### config.mk
export PLATFORM = sky130hd
export DESIGN_NAME = pipemdu
export DESIGN_NICKNAME = d
export VERILOG_FILES = /design/src/rtl/pipemdu_pkg.sv /design/src/rtl/mdu_step.sv /design/src/rtl/pipemdu.sv
export SDC_FILE = /design/constraint.sdc
export NUM_CORES = 1
export LEC_CHECK = 0
export BUFFER_PORTS_ARGS = -buffer_cell sky130_fd_sc_hd__buf_2
export CAP_MARGIN = 10
export CORE_ASPECT_RATIO = 0.7
export CORE_UTILIZATION = 44
export DETAILED_ROUTE_END_ITERATION = 12
export GPL_ROUTABILITY_DRIVEN = 0
export HOLD_SLACK_MARGIN = 0.12
export PLACE_DENSITY = 0.63
export SLEW_MARGIN = 10
export SYNTH_ARGS = -nofsm -noshare
export SYNTH_HDL_FRONTEND = slang
export SYNTH_SLANG_ARGS = --single-unit
### constraint.sdc
create_clock -name clock -period 4.3 [get_ports clock]
set_input_delay 0.215 -clock clock [delete_from_list [all_inputs] [get_ports clock]]
set_output_delay 0.215 -clock clock [all_outputs]
set_load 0.05 [all_outputs]
### src/rtl/pipemdu_pkg.sv
// Shared encodings and types for the pipelined multiply/divide unit.
// Op and state encodings, the iteration count, and the latched per-op control word.
package pipemdu_pkg;

  localparam int MDU_ITER = 32;

  typedef enum logic [1:0] {
    MDU_MULT  = 2'b00,
    MDU_MULTU = 2'b01,
    MDU_DIV   = 2'b10,
    MDU_DIVU  = 2'b11
  } mdu_op_e;

  typedef enum logic [1:0] {
    S_IDLE = 2'b00,
    S_MUL  = 2'b01,
    S_DIV  = 2'b10,
    S_FIX  = 2'b11
  } mdu_state_e;

  // Sign fix-up decisions are taken at issue time so FIX only applies them.
  typedef struct packed {
    logic is_div;
    logic neg_q;   // negate product / quotient
    logic neg_r;   // negate remainder (dividend sign)
    logic dz;      // divide by zero
  } mdu_ctl_t;

  function automatic logic op_signed(input logic [1:0] op);
    return ~op[0];
  endfunction

endpackage

### src/rtl/mdu_step.sv
// One combinational iteration: shift-add multiply step or restoring divide step.
// acc holds {hi, lo}; lo carries the multiplier (mul) or dividend/quotient bits (div).
module mdu_step
  import pipemdu_pkg::*;
#(
  parameter int XLEN = MDU_ITER
) (
  input  logic              mode,     // 0: multiply, 1: divide
  input  logic [2*XLEN-1:0] acc,
  input  logic [XLEN-1:0]   opnd,     // multiplicand or divisor magnitude
  output logic [2*XLEN-1:0] acc_nxt
);

  logic [XLEN:0]   msum;
  logic [XLEN:0]   dtop;
  logic [XLEN-1:0] dsub;
  logic            dge;

  always_comb begin
    msum    = {1'b0, acc[2*XLEN-1:XLEN]} + (acc[0] ? {1'b0, opnd} : '0);
    // partial remainder shifted left with the next dividend bit brought in
    dtop    = acc[2*XLEN-1:XLEN-1];
    dge     = dtop >= {1'b0, opnd};
    dsub    = dtop[XLEN-1:0] - opnd;
    acc_nxt = {msum, acc[XLEN-1:1]};
    if (mode)
      acc_nxt = dge ? {dsub, acc[XLEN-2:0], 1'b1}
                    : {dtop[XLEN-1:0], acc[XLEN-2:0], 1'b0};
  end

endmodule

### src/rtl/pipemdu.sv
// Multi-cycle MULT/MULTU/DIV/DIVU sequencer owning HI/LO beside the EXE-stage ALU.
// 32 iterations on magnitudes plus one FIX cycle for signs; stalls EXE users while busy.
module pipemdu
  import pipemdu_pkg::*;
#(
  parameter int XLEN  = MDU_ITER,
  parameter int CNT_W = 6
) (
  input  logic            clock,
  input  logic            reset,
  input  logic            estart,
  input  logic [1:0]      eop,
  input  logic [XLEN-1:0] ea,
  input  logic [XLEN-1:0] eb,
  input  logic            ewhi,
  input  logic            ewlo,
  input  logic            erhilo,
  output logic [XLEN-1:0] ehi,
  output logic [XLEN-1:0] elo,
  output logic            ebusy,
  output logic            edone,
  output logic            estall
);

  mdu_state_e        state;
  logic [CNT_W-1:0]  cnt;
  logic [2*XLEN-1:0] acc;
  logic [XLEN-1:0]   opnd;
  mdu_ctl_t          ctl;

  logic [2*XLEN-1:0] acc_nxt;
  logic              a_neg, b_neg;
  logic [XLEN-1:0]   amag, bmag;
  logic [2*XLEN-1:0] prod;
  logic [XLEN-1:0]   quo, rem;
  logic [XLEN-1:0]   fix_hi, fix_lo;

  assign estall = ebusy & (estart | ewhi | ewlo | erhilo);

  always_comb begin
    a_neg = op_signed(eop) & ea[XLEN-1];
    b_neg = op_signed(eop) & eb[XLEN-1];
    amag  = a_neg ? -ea : ea;
    bmag  = b_neg ? -eb : eb;
  end

  mdu_step #(.XLEN(XLEN)) u_step (
    .mode    (state == S_DIV),
    .acc     (acc),
    .opnd    (opnd),
    .acc_nxt (acc_nxt)
  );

  // On divide by zero the remainder magnitude equals |ea| and regains ea's sign,
  // so HI = ea falls out naturally; only LO needs forcing.
  always_comb begin
    prod = ctl.neg_q ? -acc : acc;
    quo  = ctl.neg_q ? -acc[XLEN-1:0] : acc[XLEN-1:0];
    rem  = ctl.neg_r ? -acc[2*XLEN-1:XLEN] : acc[2*XLEN-1:XLEN];
    if (ctl.is_div) begin
      fix_hi = rem;
      fix_lo = ctl.dz ? '1 : quo;
    end else begin
      fix_hi = prod[2*XLEN-1:XLEN];
      fix_lo = prod[XLEN-1:0];
    end
  end

  always_ff @(posedge clock) begin
    if (reset) begin
      state <= S_IDLE;
      cnt   <= '0;
      acc   <= '0;
      opnd  <= '0;
      ctl   <= '0;
      ehi   <= '0;
      elo   <= '0;
      ebusy <= 1'b0;
      edone <= 1'b0;
    end else begin
      edone <= 1'b0;
      case (state)
        S_IDLE: begin
          if (estart) begin
            ctl   <= '{is_div: eop[1], neg_q: a_neg ^ b_neg, neg_r: a_neg,
                       dz: eop[1] & (eb == '0)};
            acc   <= {{XLEN{1'b0}}, (eop[1] ? amag : bmag)};
            opnd  <= eop[1] ? bmag : amag;
            cnt   <= '0;
            ebusy <= 1'b1;
            state <= eop[1] ? S_DIV : S_MUL;
          end else begin
            if (ewhi) ehi <= ea;
            if (ewlo) elo <= ea;
          end
        end
        S_MUL, S_DIV: begin
          acc <= acc_nxt;
          cnt <= cnt + 1'b1;
          if (cnt == CNT_W'(XLEN - 1)) state <= S_FIX;
        end
        S_FIX: begin
          ehi   <= fix_hi;
          elo   <= fix_lo;
          edone <= 1'b1;
          ebusy <= 1'b0;
          state <= S_IDLE;
        end
        default: state <= S_IDLE;
      endcase
    end
  end

endmodule

# Word-level counts from Yosys, hierarchy flattened
# Index checks and enable logic that the tools add are counted.
# word_totals
ff_bits,174
latch_bits,0
ram_bits,0
mem_bits_ro,0
input_bits,72
out_inout_bits,67
word_cells,80
mem_count,0
# classes
addsub,8
mul,0
div,0
magnitude_cmp,1
n_eq_ne,9
n_shift,0
mux,30
bitwise_logic,9
n_reduce_logical,11
# op_table
op,n
two-way mux 32 bit,14
two-way mux 64 bit,4
negation 32 bit,4
case mux 32 bit (2 select lines),2
case mux 64 bit (2 select lines),1
negation 64 bit,1
adder 32 x 33 -> 33 bit,1
>= comparator 33 x 32 -> 1 bit,1
zero test 32 bit,1
subtractor 32 bit,1
case mux 6 bit (2 select lines),1
inequality test 2 bit (second input constant),5
AND reduction 2 bit,4
adder 6 x 1 -> 6 bit (second input constant),1
== test 6 x 5 -> 1 bit (second input constant),1
two-way mux 2 bit,3
two-way mux 6 bit,1
case mux 2 bit (3 select lines),1
AND reduction 3 bit,2
bitwise AND 1 bit,4
== test 2 bit (second input constant),2
nonzero test 2 bit,2
bitwise OR 1 bit,3
== test 2 x 1 -> 1 bit (second input constant),1
6 further kinds,7

# Depth between registers and ports, before layout
# depth
ltp_word,6
ltp_mapped,14
ltp_nobuf,13

# Modules after synthesis
# Synthesis repeated with hierarchy kept, for this count alone.
# unflattened
hier_cells,2049
area_unflattened_um2,15210.8
# by_module_without_submodules
module,n_inst,cells_each,area_each_um2,seq_area_each_um2
pipemdu,1,1364,10446.3,3483.3
mdu_step,1,685,4764.6,0.0

# Least setup slack after synthesis
# Ideal clock, no wire load.
# synth_path
path_type,register to register
start,reg acc[0]
end,reg acc[63]
setup_ns,0.117
arrival_ns,3.186
required_time_ns,4.183
slack_ns,0.996
path_stages_with_launch,14
path_buffers,2
period_less_slack_ns,3.304
cell_sequence,dfxtp_1 clkbuf_1 inv_1 clkbuf_1 nor2_1 ha_1 a2111o_1 o211ai_2 a31oi_4 a21oi_2 o22ai_2 a221o_1 a211o_1 a32o_1
# synth_via
elab_chain_cells,4
# synth_lines
element,line_no,text
start: declaration,pipemdu.sv:27,logic [2*XLEN-1:0] acc;
start signal: assignment,pipemdu.sv:87,"acc <= {{XLEN{1'b0}}, (eop[1] ? amag : bmag)};"
start signal: assignment,pipemdu.sv:98,acc <= acc_nxt;
two-way mux 32 bit,mdu_step.sv:20,"msum = {1'b0, acc[2*XLEN-1:XLEN]} + (acc[0] ? {1'b0, opnd} : '0);"
adder 32 x 33 -> 33 bit,mdu_step.sv:20,
two-way mux 64 bit,mdu_step.sv:26,if (mode)
case mux 64 bit (2 select lines),pipemdu.sv:82,case (state)
# No other way between the ends.
# A chain may end at the register's enable or synchronous reset.

# Worst setup path after layout
# layout_path
start,reg acc[0]
end,reg acc[60]
# Same word-level chain as after synthesis.

==> results.py <==
metrics = {
    "setup_path": {
        "cp-start-kind": "register",
        "path_max_fanout": 16,
        "critPathRequiredTime_ns": 4.66,
        "cp.buffers_inverters": 2,
        "crit_path_cell_trace": "inv_1 > buf_4 > nor2_1 > ha_1 > a21oi_1 > o31a_1 > o22ai_1 > a21boi_0 > a21oi_1 > xnor2_1 > nor2_1 > a221o_1",
        "crit_family": "compound AO/OA/AOI/OAI gates",
        "critPathMaxStageDelay_ns": 0.60,
        "critPathSlowestCell": "a21boi_0",
        "crit_type": "reg -> reg",
        "arrival_ns": 4.16,
        "end_kind": "register",
    },
    "clock_network": {
        "cts_buffer_depth": 2,
        "clk_latency_ns": 0.47,
        "numCtsBuffers": 17,
        "cts_tree": "yes",
        "post-cts-setup-buffers": 0,
        "cts.sinks": 174,
        "cts_resized": 0,
        "clk_pin_slew_worst_paths_ns": 0.07,
        "htreeDepth": 4,
        "cts_hold_buf": 0,
        "clockRootBuffer": "clkbuf_16",
    },
    "outcome": {
        "outcome": "completed",
    },
    "pwr": {
        "swShare_pct": 52.0,
        "power_frac_seq_pct": 22.8,
        "combPwrFrac_pct": 60.7,
        "leakage_nw": 6.81,
        "clock_power_share_pct": 16.5,
        "switchingPower_w": 0.00551,
        "powerDensity_nw_per_um2": 639,
        "vdd.ir_drop.worst_mv": 0.385,
        "power_w": 0.0106,
        "p_int_w": 0.00509,
    },
    "synthesis": {
        "synth_area_um2": 14800,
        "ys_async_sr_fraction_pct": 0,
        "synth_warnings": 0,
        "synthCells": 2004,
        "ys_seq_area_share_pct": 23.5,
        "ys.flop_type": "dfxtp_1",
        "syn_area_per_cell_um2": 7.38,
        "synth_cell_types": 86,
        "synth-seq-cells": 174,
        "syn_nets": 2150,
        "synth_edf_count": 0,
    },
    "route": {
        "totalWireLength_um": 59100,
        "viasPerCell": 6.43,
        "drtIter0Drc": 2101,
        "post_drt_wl_per_cell_um": 23.4,
        "vias": 16200,
        "drc": 0,
        "ant_nets": 0,
        "dr.pass1.iters": 8,
    },
    "timing": {
        "final-setup-viol-count": 0,
        "rsz0062_at_grt": "false",
        "hold_viol_final": 0,
        "clock.fmax_mhz": 263,
        "fin_crit_ns": 3.80,
        "period_share_pct": 88.4,
        "finalClockSkew_ns": 0.0192,
        "slew_headroom_pct": 22.2,
        "fin_ws_ns": 0.500,
        "worst_pin_slew_ns": 1.16,
        "finalMaxSlewViolations": 0,
        "tns_ns": 0,
    },
    "finish": {
        "fin_util_pct": 50.7,
        "layout_commonest_cell": "nor2_1",
        "fin_nets": 2230,
        "syn_to_final_growth_pct": 12.0,
        "final_cell_mix": "nor2_1, nand2_1, a21oi_1, dfxtp_1, buf_2",
        "fill_cells": 3233,
        "drive_above_1_share_pct": 14.1,
        "antenna-diode-count": 0,
    },
    "floorplan": {
        "start_util_pct": 45.3,
        "die_y_um": 155,
        "io_pins": 139,
        "die_x_um": 221,
        "dieArea_um2": 34400,
        "core_area_um2": 32700,
        "rows": 55,
    },
    "placement": {
        "placement.io_buffers": 138,
        "dp_worst_setup_slack_ns": 0.644,
        "dpl.hpwl_um": 45300,
    },
    "global_routing": {
        "gr-total-overflow": 0,
        "grt_pass1_wl_um": 87900,
        "grt_pass1_vias": 14300,
        "grt_max_degree": 82,
        "grt_usage_pct": 33.7,
        "antenna_found_initial": 0,
    },
    "worst_hold_path": {
        "min_path_type": "in -> reg",
    },
    "job": {
        "drv_cap": 0,
    },
}
==> sequential cells by signal (all words and copies together) (netlist names) <==
| register | flops |
|---|---|
| ctl | 4 |
| ebusy | 1 |
| cnt | 6 |
| state | 2 |
| ehi | 32 |
| elo | 32 |
| opnd | 32 |
| acc | 64 |
| edone | 1 |
==> through the flow <==
step	instances	hold WS [ns]	instance area, um2
6_report	2524	0.176	16600
5_1_grt	2524	0.183	16600
4_1_cts	2524	0.167	16600
3_5_place_dp	2492	0.441	15900
3_3_place_gp	2492	0.439	15900
2_1_floorplan	2004	0.432	14800
==> worst register-to-register path, delay by kind of cell (launching register included) <==
kind	cells	cell delay, ns
AO/OA/AOI/OAI	6	1.91
XOR/XNOR	1	0.21
AND/OR/NAND/NOR	2	0.14
adder cells (fa/ha/maj)	1	0.30
flip-flops	1	0.40
buffers and inverters	2	0.74
==> path summary, 6_finish.rpt <==
check	from	endpoint	slack (ns)	cells past startpoint
setup / recovery	acc[0]$_SDFFE_PP0P_	acc[60]$_SDFFE_PP0P_	0.50	12
setup reg to reg	acc[0]$_SDFFE_PP0P_	acc[60]$_SDFFE_PP0P_	0.50	12
hold / removal	ea[14]	ehi[14]$_SDFFE_PP0P_	0.18	3
hold reg to reg	elo[6]$_SDFFE_PP0P_	elo[6]$_SDFFE_PP0P_	0.45	2
==> cells in the mapped netlist (8+ instances only) <==
cell / count / share of area, %
and3_1: 11 / 0.47
and2_1: 10 / 0.42
or4_1: 11 / 0.56
clkbuf_1: 108 / 2.7
inv_1: 72 / 1.8
mux2_2: 33 / 2.5
mux2i_1: 44 / 3.0
o211ai_1: 14 / 0.71
nor2b_1: 15 / 0.63
nor3_1: 59 / 2.0
a211oi_1: 92 / 4.7
a31oi_1: 17 / 0.72
o21ai_0: 126 / 4.3
nand2_1: 199 / 5.0
nor4_1: 11 / 0.47
xnor2_1: 106 / 6.3
nand2b_1: 21 / 0.89
o221ai_1: 27 / 1.6
o21bai_1: 8 / 0.41
o41ai_1: 9 / 0.53
nor2_1: 254 / 6.4
a22oi_1: 9 / 0.46
nand3_1: 20 / 0.68
a21oi_1: 201 / 6.8
dfxtp_1: 174 / 24
a21o_1: 35 / 1.8
xor2_1: 69 / 4.1
ha_1: 72 / 6.1
a221o_1: 14 / 0.95
o31ai_1: 25 / 1.3
nand4_1: 13 / 0.55
==> cells by family (layout without fill, tap and decap cells) <==
logic type / count (synthesis) / in the layout / share of synthesized area [%]
DFF: 174 / 174 / 23.5
xor gates and xnor gates: 175 / 175 / 10.4
muxes: 78 / 78 / 5.56
and+or+nand+nor: 655 / 655 / 20.3
adders and majority gates: 74 / 74 / 6.36
AOI/OAI and AO/OA: 646 / 646 / 28.5
buffers and inverters: 202 / 295 / 5.42
==> metal layers <==
metal	routed length (um)	part of all wire, %	track usage (%)
met3	10000	17	15.0
met2	21600	37	42.9
met5	0	0	0
met1	26200	44	49.3
met4	1220	2.1	9.02
==> power groups by stage <==
stage                     clock network (W)  registers [W]  logic [W]
after CTS                           0.00175        0.00239    0.00620
final                               0.00174        0.00242    0.00643
after global placement                    0        0.00241    0.00612
after detailed placement                  0        0.00242    0.00617
after floorplan                           0        0.00263    0.00419
after global routing                0.00183        0.00245    0.00688
==> final cells by class <==
cell class	instances	area [um2]	share of cell area, %
timing repair buffer	190	1080	6.54
tap	427	534	3.23
clock buffer	17	425	2.57
inverter	73	274	1.65
sequential	174	3480	21.0
multi-input combinational	1628	10600	63.7
clock inverter	15	210	1.27
Note: power is estimated with default switching activity, not from simulation.
